`src/rtl/dac_scheduler.sv`:
```
// -----------------------------------------------------------------------------
// dac_scheduler
//
// Collects per-channel code updates from a host write port into eight 12-bit
// shadow registers and hands them, one at a time, to a single-channel DAC
// driver. Channels with an outstanding update are served round-robin, starting
// after the channel most recently served. Repeated writes to a channel that
// has not been issued yet coalesce, so only the newest code is transferred.
//
// Driver handshake: in IDLE, when at least one channel is pending and
// dac_idle=1, a one-cycle dac_trigger is issued together with a registered
// dac_address/dac_value. The driver acknowledges by dropping dac_idle
// (transfer running) and completes by raising it again. If dac_idle never
// falls within TIMEOUT cycles, err latches and the scheduler moves on.
//
// Ports
//   clk          system clock, rising edge
//   rst_n        asynchronous active-low reset
//   wr_en        host write strobe, one update per asserted cycle
//   wr_addr[2:0] target channel
//   wr_data[11:0] new channel code
//   dac_idle     driver idle flag, high = ready for a trigger
//   dac_address  channel handed to the driver (registered)
//   dac_value    code handed to the driver (registered)
//   dac_trigger  one-cycle start pulse (registered)
//   pending      per-channel update-outstanding flags
//   busy         high whenever the FSM is not in IDLE
//   done         one-cycle pulse when a transfer completes
//   err          sticky timeout flag, cleared only by reset
// -----------------------------------------------------------------------------
module dac_scheduler #(
    parameter int unsigned TIMEOUT = 15
) (
    input  logic        clk,
    input  logic        rst_n,
    input  logic        wr_en,
    input  logic [2:0]  wr_addr,
    input  logic [11:0] wr_data,
    input  logic        dac_idle,
    output logic [2:0]  dac_address,
    output logic [11:0] dac_value,
    output logic        dac_trigger,
    output logic [7:0]  pending,
    output logic        busy,
    output logic        done,
    output logic        err
);

    typedef enum logic [1:0] {
        IDLE      = 2'd0,
        WAIT_BUSY = 2'd1,
        WAIT_DONE = 2'd2
    } state_t;

    state_t      state;
    logic [11:0] shadow [8];
    logic [2:0]  last_served;
    logic [7:0]  cnt;
    logic [2:0]  sel;
    logic        sel_valid;
    logic [2:0]  idx;

    assign busy = (state != IDLE);

    // Round-robin pick: first pending channel scanning upward from
    // last_served+1, wrapping; last_served itself is checked last.
    always_comb begin
        sel       = last_served;
        sel_valid = 1'b0;
        idx       = last_served;
        for (int i = 1; i <= 8; i++) begin
            idx = last_served + 3'(i);
            if (!sel_valid && pending[idx]) begin
                sel       = idx;
                sel_valid = 1'b1;
            end
        end
    end

    always_ff @(posedge clk or negedge rst_n) begin
        if (!rst_n) begin
            state       <= IDLE;
            dac_address <= 3'd0;
            dac_value   <= 12'd0;
            dac_trigger <= 1'b0;
            pending     <= 8'd0;
            done        <= 1'b0;
            err         <= 1'b0;
            cnt         <= 8'd0;
            last_served <= 3'd7;
            for (int i = 0; i < 8; i++) begin
                shadow[i] <= 12'd0;
            end
        end else begin
            dac_trigger <= 1'b0;
            done        <= 1'b0;

            case (state)
                IDLE: begin
                    if (sel_valid && dac_idle) begin
                        dac_address  <= sel;
                        dac_value    <= shadow[sel];
                        dac_trigger  <= 1'b1;
                        pending[sel] <= 1'b0;
                        cnt          <= 8'd0;
                        state        <= WAIT_BUSY;
                    end
                end
                WAIT_BUSY: begin
                    if (!dac_idle) begin
                        state <= WAIT_DONE;
                    end else if (cnt == 8'(TIMEOUT)) begin
                        err         <= 1'b1;
                        last_served <= dac_address;
                        state       <= IDLE;
                    end else begin
                        cnt <= cnt + 8'd1;
                    end
                end
                WAIT_DONE: begin
                    if (dac_idle) begin
                        done        <= 1'b1;
                        last_served <= dac_address;
                        state       <= IDLE;
                    end
                end
                default: state <= IDLE;
            endcase

            // Placed after the FSM so a write landing on the issue edge wins
            // over the pending clear: the new code is reissued later, while
            // the issued value above still reads the pre-write shadow.
            if (wr_en) begin
                shadow[wr_addr]  <= wr_data;
                pending[wr_addr] <= 1'b1;
            end
        end
    end

endmodule
```
`config.mk`:
```
export PLATFORM = sky130hd
export DESIGN_NAME = dac_scheduler
export DESIGN_NICKNAME = d
export VERILOG_FILES = /design/src/rtl/dac_scheduler.sv
export SDC_FILE = /design/constraint.sdc
export NUM_CORES = 1
export LEC_CHECK = 0
export CAP_MARGIN = 10
export CORE_ASPECT_RATIO = 1.75
export CORE_MARGIN = 2
export CORE_UTILIZATION = 53
export DETAILED_ROUTE_END_ITERATION = 10
export PLACE_DENSITY = 0.75
export SYNTH_ARGS = -nofsm -noshare
export SYNTH_HDL_FRONTEND = slang
export SYNTH_SLANG_ARGS = --single-unit
```
`constraint.sdc`:
```
create_clock -name clk -period 8.12 [get_ports clk]
set_input_delay 0.812 -clock clk [delete_from_list [all_inputs] [get_ports clk]]
set_output_delay 0.812 -clock clk [all_outputs]
set_load 0.01 [all_outputs]
```
## After elaboration in Yosys (flattened, before gate mapping)

Cells that the tools add are included.

- Register bits after elaboration: 135
- Output and inout bits: 27

- Bitwise operators: 5
- Reductions and logical operators: 27
- Order comparisons: 15
- Equal/unequal tests: 9
- Multiplexer cells: 62
- $add $sub $neg: 8

Operator list:

| kind | count |
|---|---|
| $bwmux 96 | 1 |
| $mux 8 | 6 |
| $lt 3x4->1 const B | 10 |
| $bmux 12 s3 | 1 |
| $demux 12 s3 | 1 |
| $mux 12 | 3 |
| $mux 3 | 11 |
| $bmux 1 s3 | 8 |
| $mux 1 | 22 |
| $pmux 8 s2 | 1 |
| $add 3x3->3 const B | 4 |
| $logic_and 1x1->1 | 11 |
| $ne 2x2->1 const B | 5 |
| $add 8x1->8 const B | 1 |
| $and 8x8->8 | 1 |
| $eq 8x4->1 const B | 1 |
| $ge 4x4->1 const B | 2 |
| $mux 2 | 4 |
| $not 3->4 | 2 |
| $not 8->8 | 1 |
| $or 8x8->8 | 1 |
| $reduce_and 4->1 | 2 |
| $logic_not 1->1 | 7 |
| $add 3x2->3 const B | 2 |
| other kinds (13) | 18 |

## Logic depth before layout (Yosys ltp)

Gate-level depths: netlist (run 1).

- Depth after elaboration: 35
- Mapped depth: 16

## Worst setup path before layout (run 1)

OpenSTA, ideal clock, no wires.

- Path kind: register to register
- From: register last_served[0]
- To: register dac_value[10]
- Arrival: 3.725 ns
- Data required time: 8.054 ns
- Period minus slack after synthesis: 3.790 ns
- Setup slack: 4.330 ns
- Stages on the path, launching flop included: 17
- Cell sequence: dfstp_2 > buf_6 > buf_6 > clkinv_1 > ha_1 > buf_2 > buf_2 > mux4_2 > mux2_2 > o221ai_1 > a31oi_1 > o221ai_1 > nand2_1 > nor2b_1 > buf_2 > a221oi_1 > a22o_1

- Cells in the longest elaborated chain, start to end: 29
- Elaborated cells on any way between the ends: 59

Ends and longest elaborated chain:

| element | RTL line | RTL |
|---|---|---|
| from (decl) | 57 | `logic [2:0] last_served;` |
| from (signal assigned) | 114 | `last_served <= dac_address;` |
| from (signal assigned) | 123 | `last_served <= dac_address;` |
| $add 3x1->3 | 72 | `idx = last_served + 3'(i);` |
| $bmux 1 s3 | 73 | `if (!sel_valid && pending[idx]) begin` |
| $mux 1 (implied by the code) | 73 |  |
| $mux 1 | 73 |  |
| $logic_not 1->1 | 73 |  |
| $logic_and 1x1->1 | 73 |  |
| $mux 1 | 73 |  |
| $logic_not 1->1 | 73 |  |
| [... 12 more ...] | - |  |
| $logic_and 1x1->1 | 73 |  |
| $mux 1 | 73 |  |
| $logic_not 1->1 | 73 |  |
| $logic_and 1x1->1 | 73 |  |
| $mux 3 | 73 |  |
| $not 3->4 (implied by the code) | 102 | `dac_value <= shadow[sel];` |
| $bmux 12 s3 | 102 |  |
| $mux 12 (implied by the code) (2 in a row) | 102 |  |
| to (signal assigned) | 102 |  |
| to (decl) | 41 | `output logic [11:0] dac_value,` |

Parallel ways exist; a longest one is shown, timed or not. The select of a mux whose other input is x is not followed.
A chain may end at the register's enable or synchronous reset.

## Worst setup path in the final report (run 1)

- From: register last_served[0]
- To: register dac_value[4]

Same word-level chain as after synthesis.

==> run_results.csv, run 1 <==
group,metric,value,unit
setup_path,path_class,"flop to flop",
sta,worstMarginPinSlew,1.07,ns
clock_tree,clock_path_buffers,2,
floorplanning,start_util,54.0,%
clock_tree,post_cts_buffers,0,
sta,layout_setup_ws,2.86,ns
clock_tree,htree_levels,4,
detailed_routing,first_pass_iters,5,
clock_tree,insertion_delay,0.42,ns
clock_tree,post_cts_resized,0,
logic_synthesis,yosysTopAreaCellShare,47.5,%
floorplanning,ios,46,
run_status,status,"complete, no violations",
logic_synthesis,ys_seq_elements,135,
logic_synthesis,synth_top_cell_by_area,"dfrtp_1",
grt,grt_max_degree,80,
setup_path,crit_path_end,"dac_value[4]$_DFFE_PN0P_",
logic_synthesis,yosysWarningCount,0,
setup_path,critPathSlowestCell,"ha_1",
detailed_routing,drt_iter0_drc,289,
sta,slew_viol_final,0,
detailed_routing,wl_per_cell,20.6,µm
final_layout,finish.net_count,616,
setup_path,arrival,5.62,ns
detailed_routing,post-route-drc-count,0,
sta,finalCritPeriodShare,64.8,%
floorplanning,die_w,90.6,µm
sta,setup_viol,0,
setup_path,reg2reg_slack,2.86,ns
grt,overflow,0,
logic_synthesis,syn_nets,576,
placed_design,numPortBuffers,45,
grt,grt_usage,24.2,%
placed_design,place_ws,2.89,ns
final_layout,fillers,1011,
placed_design,gp_congestion,0.886,
clock_tree,root_buffer,"clkbuf_16",
detailed_routing,vias,4825,
setup_path,reg2reg_to,"dac_value[4]$_DFFE_PN0P_",
setup_path,max_stage_delay,0.90,ns
setup_path,crit_fanout,54,
logic_synthesis,synth.distinct_cells,61,
clock_tree,cts_hold_buffers,0,
sta,fmax,190,MHz
clock_tree,cts_tree,"done",
setup_path,crit_required,8.48,ns
clock_tree,numCtsBuffers,17,
setup_path,cp_top_family,"buffers and inverters",
detailed_routing,wl,16.1,mm
setup_path,path_buf_inv,2,
setup_path,timing.rr.start,"last_served[0]$_DFFE_PN1P_",
setup_path,worst_setup_path_end_kind,"flop",
logic_synthesis,syn_inst,554,
setup_path,cpMostUsedCell,"mux2i_1",
logic_synthesis,ys.flop_type,"dfrtp_1",
detailed_routing,viasPerCell,6.20,
sta,setup-tns-final,0,ns
detailed_routing,antenna_left,0,
setup_path,reg2reg_depth,11,
final_layout,areaGrowthSynthToFinish,17.6,%
clock_tree,clkSinkCount,135,
floorplanning,rows,55,
clock_tree,path_clk_slew,0.06,ns
setup_path,cp.depth,11,
logic_synthesis,synthArstFlopShare,100,%
sta,slew_headroom,28.7,%
sta,hold_viol,0,
sta,post-route-min-period,5.26,ns
floorplanning,core,12900,µm²
placed_design,hpwl,10.5,mm
sta,skew,0.00927,ns
floorplanning,die_area,14100,µm²
logic_synthesis,syn_area_per_cell,12.5,µm²
logic_synthesis,seq_area_frac_synth,48.7,%
logic_synthesis,synth_edf_count,0,
logic_synthesis,syn_area,6950,µm²
sta,rsz0062_at_grt,"no",
final_layout,drive_gt1_share,28.8,%
setup_path,path_cells,"clkinv_1 -> ha_1 -> mux4_2 -> mux2i_1 -> nand3_2 -> o221ai_2 -> xnor2_4 -> buf_4 -> mux2i_1 -> a221oi_1 -> a22o_1",
final_layout,antenna_cells,0,
grt,antenna_found_initial,0,
logic_synthesis,synth_area_leaders,"dfrtp_1 (48%), mux2_2 (17%), mux2i_1 (6.8%)",
grt,grt_pass1_wl,26.6,mm
grt,grt_pass1_vias,5167,
worst_hold_path,hold_path_class,"input port to asynchronous set/reset pin",
flow_run,cap_viol_max_count,0,
floorplanning,dieHeight,156,µm
setup_path,setup.worst_path.start,"last_served[0]$_DFFE_PN1P_",
setup_path,start_kind,"flop",
-- area by class of cell --
cell class                 instances  area (µm²)  area share [%]
tap                              171         214            2.62
inverter                          11        41.3           0.505
sequential                       135        3380            41.4
multi-input combinational        374        3370            41.3
clock inverter                    13         194            2.37
timing repair buffer              55         527            6.44
clock buffer                      19         443            5.42
-- through the flow --
stage	instance area (µm²)	cells	hold slack [ns]	util [%]
after floorplan	6950	554	0.479	-
after global placement	7530	745	0.469	58.5
after detailed placement	7540	746	0.473	58.6
after CTS	8170	778	0.479	63.5
after global routing	8170	778	0.506	63.5
final	8170	778	0.453	63.5
-- worst min-delay path by stage --
stage / startpoint / end / slack [ns] / depth (start not counted)
floorplan: shadow[0]$_DFFE_PN0P_ / shadow[0]$_DFFE_PN0P_ / 0.48 / 1
global placement: err$_DFFE_PN0P_ / err$_DFFE_PN0P_ / 0.47 / 1
detailed placement: err$_DFFE_PN0P_ / err$_DFFE_PN0P_ / 0.47 / 1
CTS: rst_n / shadow[19]$_DFFE_PN0P_ / 0.48 / 1
global route: rst_n / shadow[79]$_DFFE_PN0P_ / 0.51 / 1
finish: rst_n / shadow[9]$_DFFE_PN0P_ / 0.45 / 1
-- registers in the layout, indices dropped and copies added, names as in the netlist --
register and count:
dac_address 3, state 2, cnt 8, err 1, pending 8, last_served 3, done 1, dac_value 12
shadow 96, dac_trigger 1
-- cell usage after synthesis, types with 4 or more instances --
| master | n |
|---|---|
| dfrtp_1 | 132 |
| mux2_2 | 103 |
| mux2i_1 | 47 |
| nand2_1 | 44 |
| nor2_1 | 16 |
| clkbuf_1 | 14 |
| a32oi_1 | 13 |
| mux4_2 | 13 |
| a221oi_1 | 12 |
| a22o_1 | 12 |
| buf_2 | 10 |
| inv_1 | 10 |
| o21ai_0 | 9 |
| a21oi_1 | 7 |
| and3_1 | 7 |
| nand3_1 | 7 |
| and2_1 | 6 |
| xor2_1 | 6 |
| buf_6 | 5 |
| nand4_1 | 5 |
| nor3_1 | 5 |
| xnor2_1 | 5 |
| a21o_1 | 4 |
| nand4b_1 | 4 |
-- cells in the final DEF (no fill, tap or decap), types with 9 or more instances in the layout --
master / Yosys / layout
nand2_1: 44 / 44
clkbuf_16: 0 / 17
mux2_2: 103 / 103
a221oi_1: 12 / 12
mux2i_1: 47 / 47
o21ai_0: 9 / 9
nor2_1: 16 / 16
a22o_1: 12 / 12
mux4_2: 13 / 13
clkdlybuf4s50_1: 0 / 44
buf_4: 1 / 10
dfrtp_1: 132 / 132
inv_1: 10 / 10
a32oi_1: 13 / 13
-- cell families after synthesis --
kind of cell             synth area share [%]
adder cells (fa/ha/maj)                 0.540
XOR/XNOR                                 2.18
buffers and inverters                    3.22
multiplexers                             27.8
AO/OA/AOI/OAI                            9.13
AND/OR/NAND/NOR                          8.46
flip-flops                               48.7
-- per-layer routing --
layer  track usage (%)  vias up  wire (µm)
li1                  -     2154          -
met1              27.7     2496       6210
met2              43.5      135       8660
met3              4.99       40        674
met4              10.6        0        516
met5                 0        -          0
Power of run 1 is not shown: default switching activity piles up to over one toggle a cycle in this logic, so the estimate is an artifact.
==> inputs of run 2 (changes only) <==
Settings changed: PLACE_DENSITY 0.75 to 0.78.
Clock period 8.12 ns to 4.7 ns, I/O delays scaled along.
==> run 2 against run 1 <==
Against the previous run:
- critical path depth rose by 1
- sequential share of layout area fell by 0.42 points
- design area rose by 1.0%
- register-to-register slack got worse by 2.2 ns
- first-iteration DRC count rose by 22%
- worst setup slack got worse by 2.2 ns
- die area did not move
- global-route usage rose by 0.54 points
- via count rose by 1.7%
- maximum frequency rose by 29%
- cell count rose by 1.4%
- flip-flop and latch count did not move
- largest cell class unchanged
- highest routed layer unchanged
==> run_results.csv, run 2 (synthesis results as in run 1) <==
group,metric,value,unit
setup_path,path_cells,"inv_1 -> ha_1 -> buf_4 -> mux4_2 -> o22a_1 -> nand2_1 -> o221ai_2 -> xnor2_4 -> buf_12 -> mux2i_1 -> a221oi_1 -> a22o_1",
detailed_routing,vias,4908,
setup_path,reg2reg_depth,12,
floorplanning,rows,55,
final_layout,fillers,987,
detailed_routing,antenna_left,0,
grt,grt_usage,24.7,%
clock_tree,insertion_delay,0.42,ns
floorplanning,die_area,14100,µm²
sta,fmax,245,MHz
setup_path,max_stage_delay,0.84,ns
setup_path,timing.rr.start,"last_served[1]$_DFFE_PN1P_",
final_layout,top_register,"shadow",
placed_design,place_ws,0.635,ns
placed_design,numPortBuffers,45,
floorplanning,ios,46,
final_layout,drive_gt1_share,30.1,%
sta,slew_viol_final,0,
setup_path,reg2reg_slack,0.62,ns
setup_path,path_buf_inv,3,
floorplanning,die_w,90.6,µm
final_layout,antenna_cells,0,
floorplanning,dieHeight,156,µm
final_layout,largest_reg_flops,96,
setup_path,start_kind,"flop",
clock_tree,root_buffer,"clkbuf_16",
sta,setup-tns-final,0,ns
grt,grt_pass1_wl,26.9,mm
detailed_routing,viasPerCell,6.22,
clock_tree,htree_levels,4,
setup_path,critPathSlowestCell,"xnor2_4",
run_status,status,"complete, no violations",
sta,rsz0062_at_grt,"no",
grt,overflow,0,
clock_tree,clock_path_buffers,2,
setup_path,worst_setup_path_end_kind,"flop",
sta,worstMarginPinSlew,1.07,ns
clock_tree,post_cts_resized,0,
sta,setup_viol,0,
grt,antenna_found_initial,0,
setup_path,crit_fanout,26,
sta,hold_viol,0,
setup_path,cp_top_family,"XOR/XNOR gates",
floorplanning,start_util,54.0,%
clock_tree,post_cts_buffers,0,
clock_tree,clkSinkCount,135,
final_layout,layout_commonest_cell,"dfrtp_1",
final_layout,layout_common_cells,"dfrtp_1 (132), mux2_2 (103), mux2i_1 (47)",
final_layout,finish.net_count,627,
clock_tree,cts_tree,"done",
setup_path,arrival,4.38,ns
detailed_routing,wl_per_cell,21.3,µm
sta,skew,0.00808,ns
grt,grt_max_degree,85,
placed_design,hpwl,11.1,mm
detailed_routing,drt_iter0_drc,354,
placed_design,gp_congestion,0.920,
detailed_routing,post-route-drc-count,0,
placed_design,place_inst,757,
final_layout,top_regs,"shadow (96), dac_value (12)",
setup_path,crit_required,5.00,ns
setup_path,path_class,"flop to flop",
sta,post-route-min-period,4.08,ns
floorplanning,core,12900,µm²
grt,grt_pass1_vias,5075,
detailed_routing,wl,16.8,mm
setup_path,reg2reg_to,"dac_value[0]$_DFFE_PN0P_",
sta,finalCritPeriodShare,86.8,%
final_layout,fin_cells,789,
final_layout,areaGrowthSynthToFinish,18.8,%
worst_hold_path,hold_path_class,"input port to asynchronous set/reset pin",
sta,slew_headroom,28.8,%
detailed_routing,first_pass_iters,5,
clock_tree,numCtsBuffers,17,
clock_tree,path_clk_slew,0.06,ns
flow_run,cap_viol_max_count,0,
sta,layout_setup_ws,0.621,ns
clock_tree,cts_hold_buffers,0,
-- run 2: cell types whose count changed in the layout (fill, tap and decap cells not counted) --
| cell | change |
|---|---|
| buf_4 | +11 |
| clkinvlp_4 | +2 |
| buf_12 | +1 |
| buf_6 | -1 |
| clkbuf_1 | -1 |
| inv_8 | -1 |
| xnor2_1 | +1 |
| xnor2_2 | -1 |
-- run 2: worst reg2reg max path, delay by kind of cell (launching register included) --
kind                     cells  cell delay, ns
multiplexers                 2            0.55
AO/OA/AOI/OAI                4            0.76
XOR/XNOR                     1            0.84
flip-flops                   1            0.53
adder cells (fa/ha/maj)      1            0.52
AND/OR/NAND/NOR              1            0.11
buffers and inverters        3            0.67
-- run 2: routing by layer --
metal | GRT usage [%] | part of all wire, %
met4 | 13.5 | 3.9
met1 | 27.7 | 38
met5 | 0 | 0
met3 | 4.70 | 3.8
met2 | 44.2 | 54
-- run 2: metrics by stage --
step | utilization (%) | hold WS [ns] | area [µm²]
after floorplan | - | 0.174 | 6950
after detailed placement | 59.2 | 0.462 | 7620
after global placement | 59.2 | 0.464 | 7620
final | 64.2 | 0.220 | 8260
after global routing | 64.2 | 0.317 | 8260
after CTS | 64.2 | 0.275 | 8260
-- run 2: worst max path at each step --
stage,start,to,slack [ns],cells after the start
global placement,last_served[1]$_DFFE_PN1P_,dac_value[3]$_DFFE_PN0P_,0.74,12
detailed placement,last_served[1]$_DFFE_PN1P_,dac_value[2]$_DFFE_PN0P_,0.63,12
floorplan,last_served[0]$_DFFE_PN1P_,dac_value[10]$_DFFE_PN0P_,0.91,16
finish,last_served[1]$_DFFE_PN1P_,dac_value[0]$_DFFE_PN0P_,0.62,12
global route,last_served[1]$_DFFE_PN1P_,dac_value[0]$_DFFE_PN0P_,0.41,13
CTS,last_served[1]$_DFFE_PN1P_,dac_value[0]$_DFFE_PN0P_,0.62,12
-- run 2: layout make-up --
class	count	area, µm²	share of cell area [%]
Clock inverter	14	198	2.39
Sequential cell	135	3380	41.0
Multi-Input combinational cell	374	3370	40.8
Clock buffer	18	439	5.32
Timing Repair Buffer	66	618	7.48
Inverter	11	41.3	0.500
Tap cell	171	214	2.59
Power of run 2 is left out for the same reason.
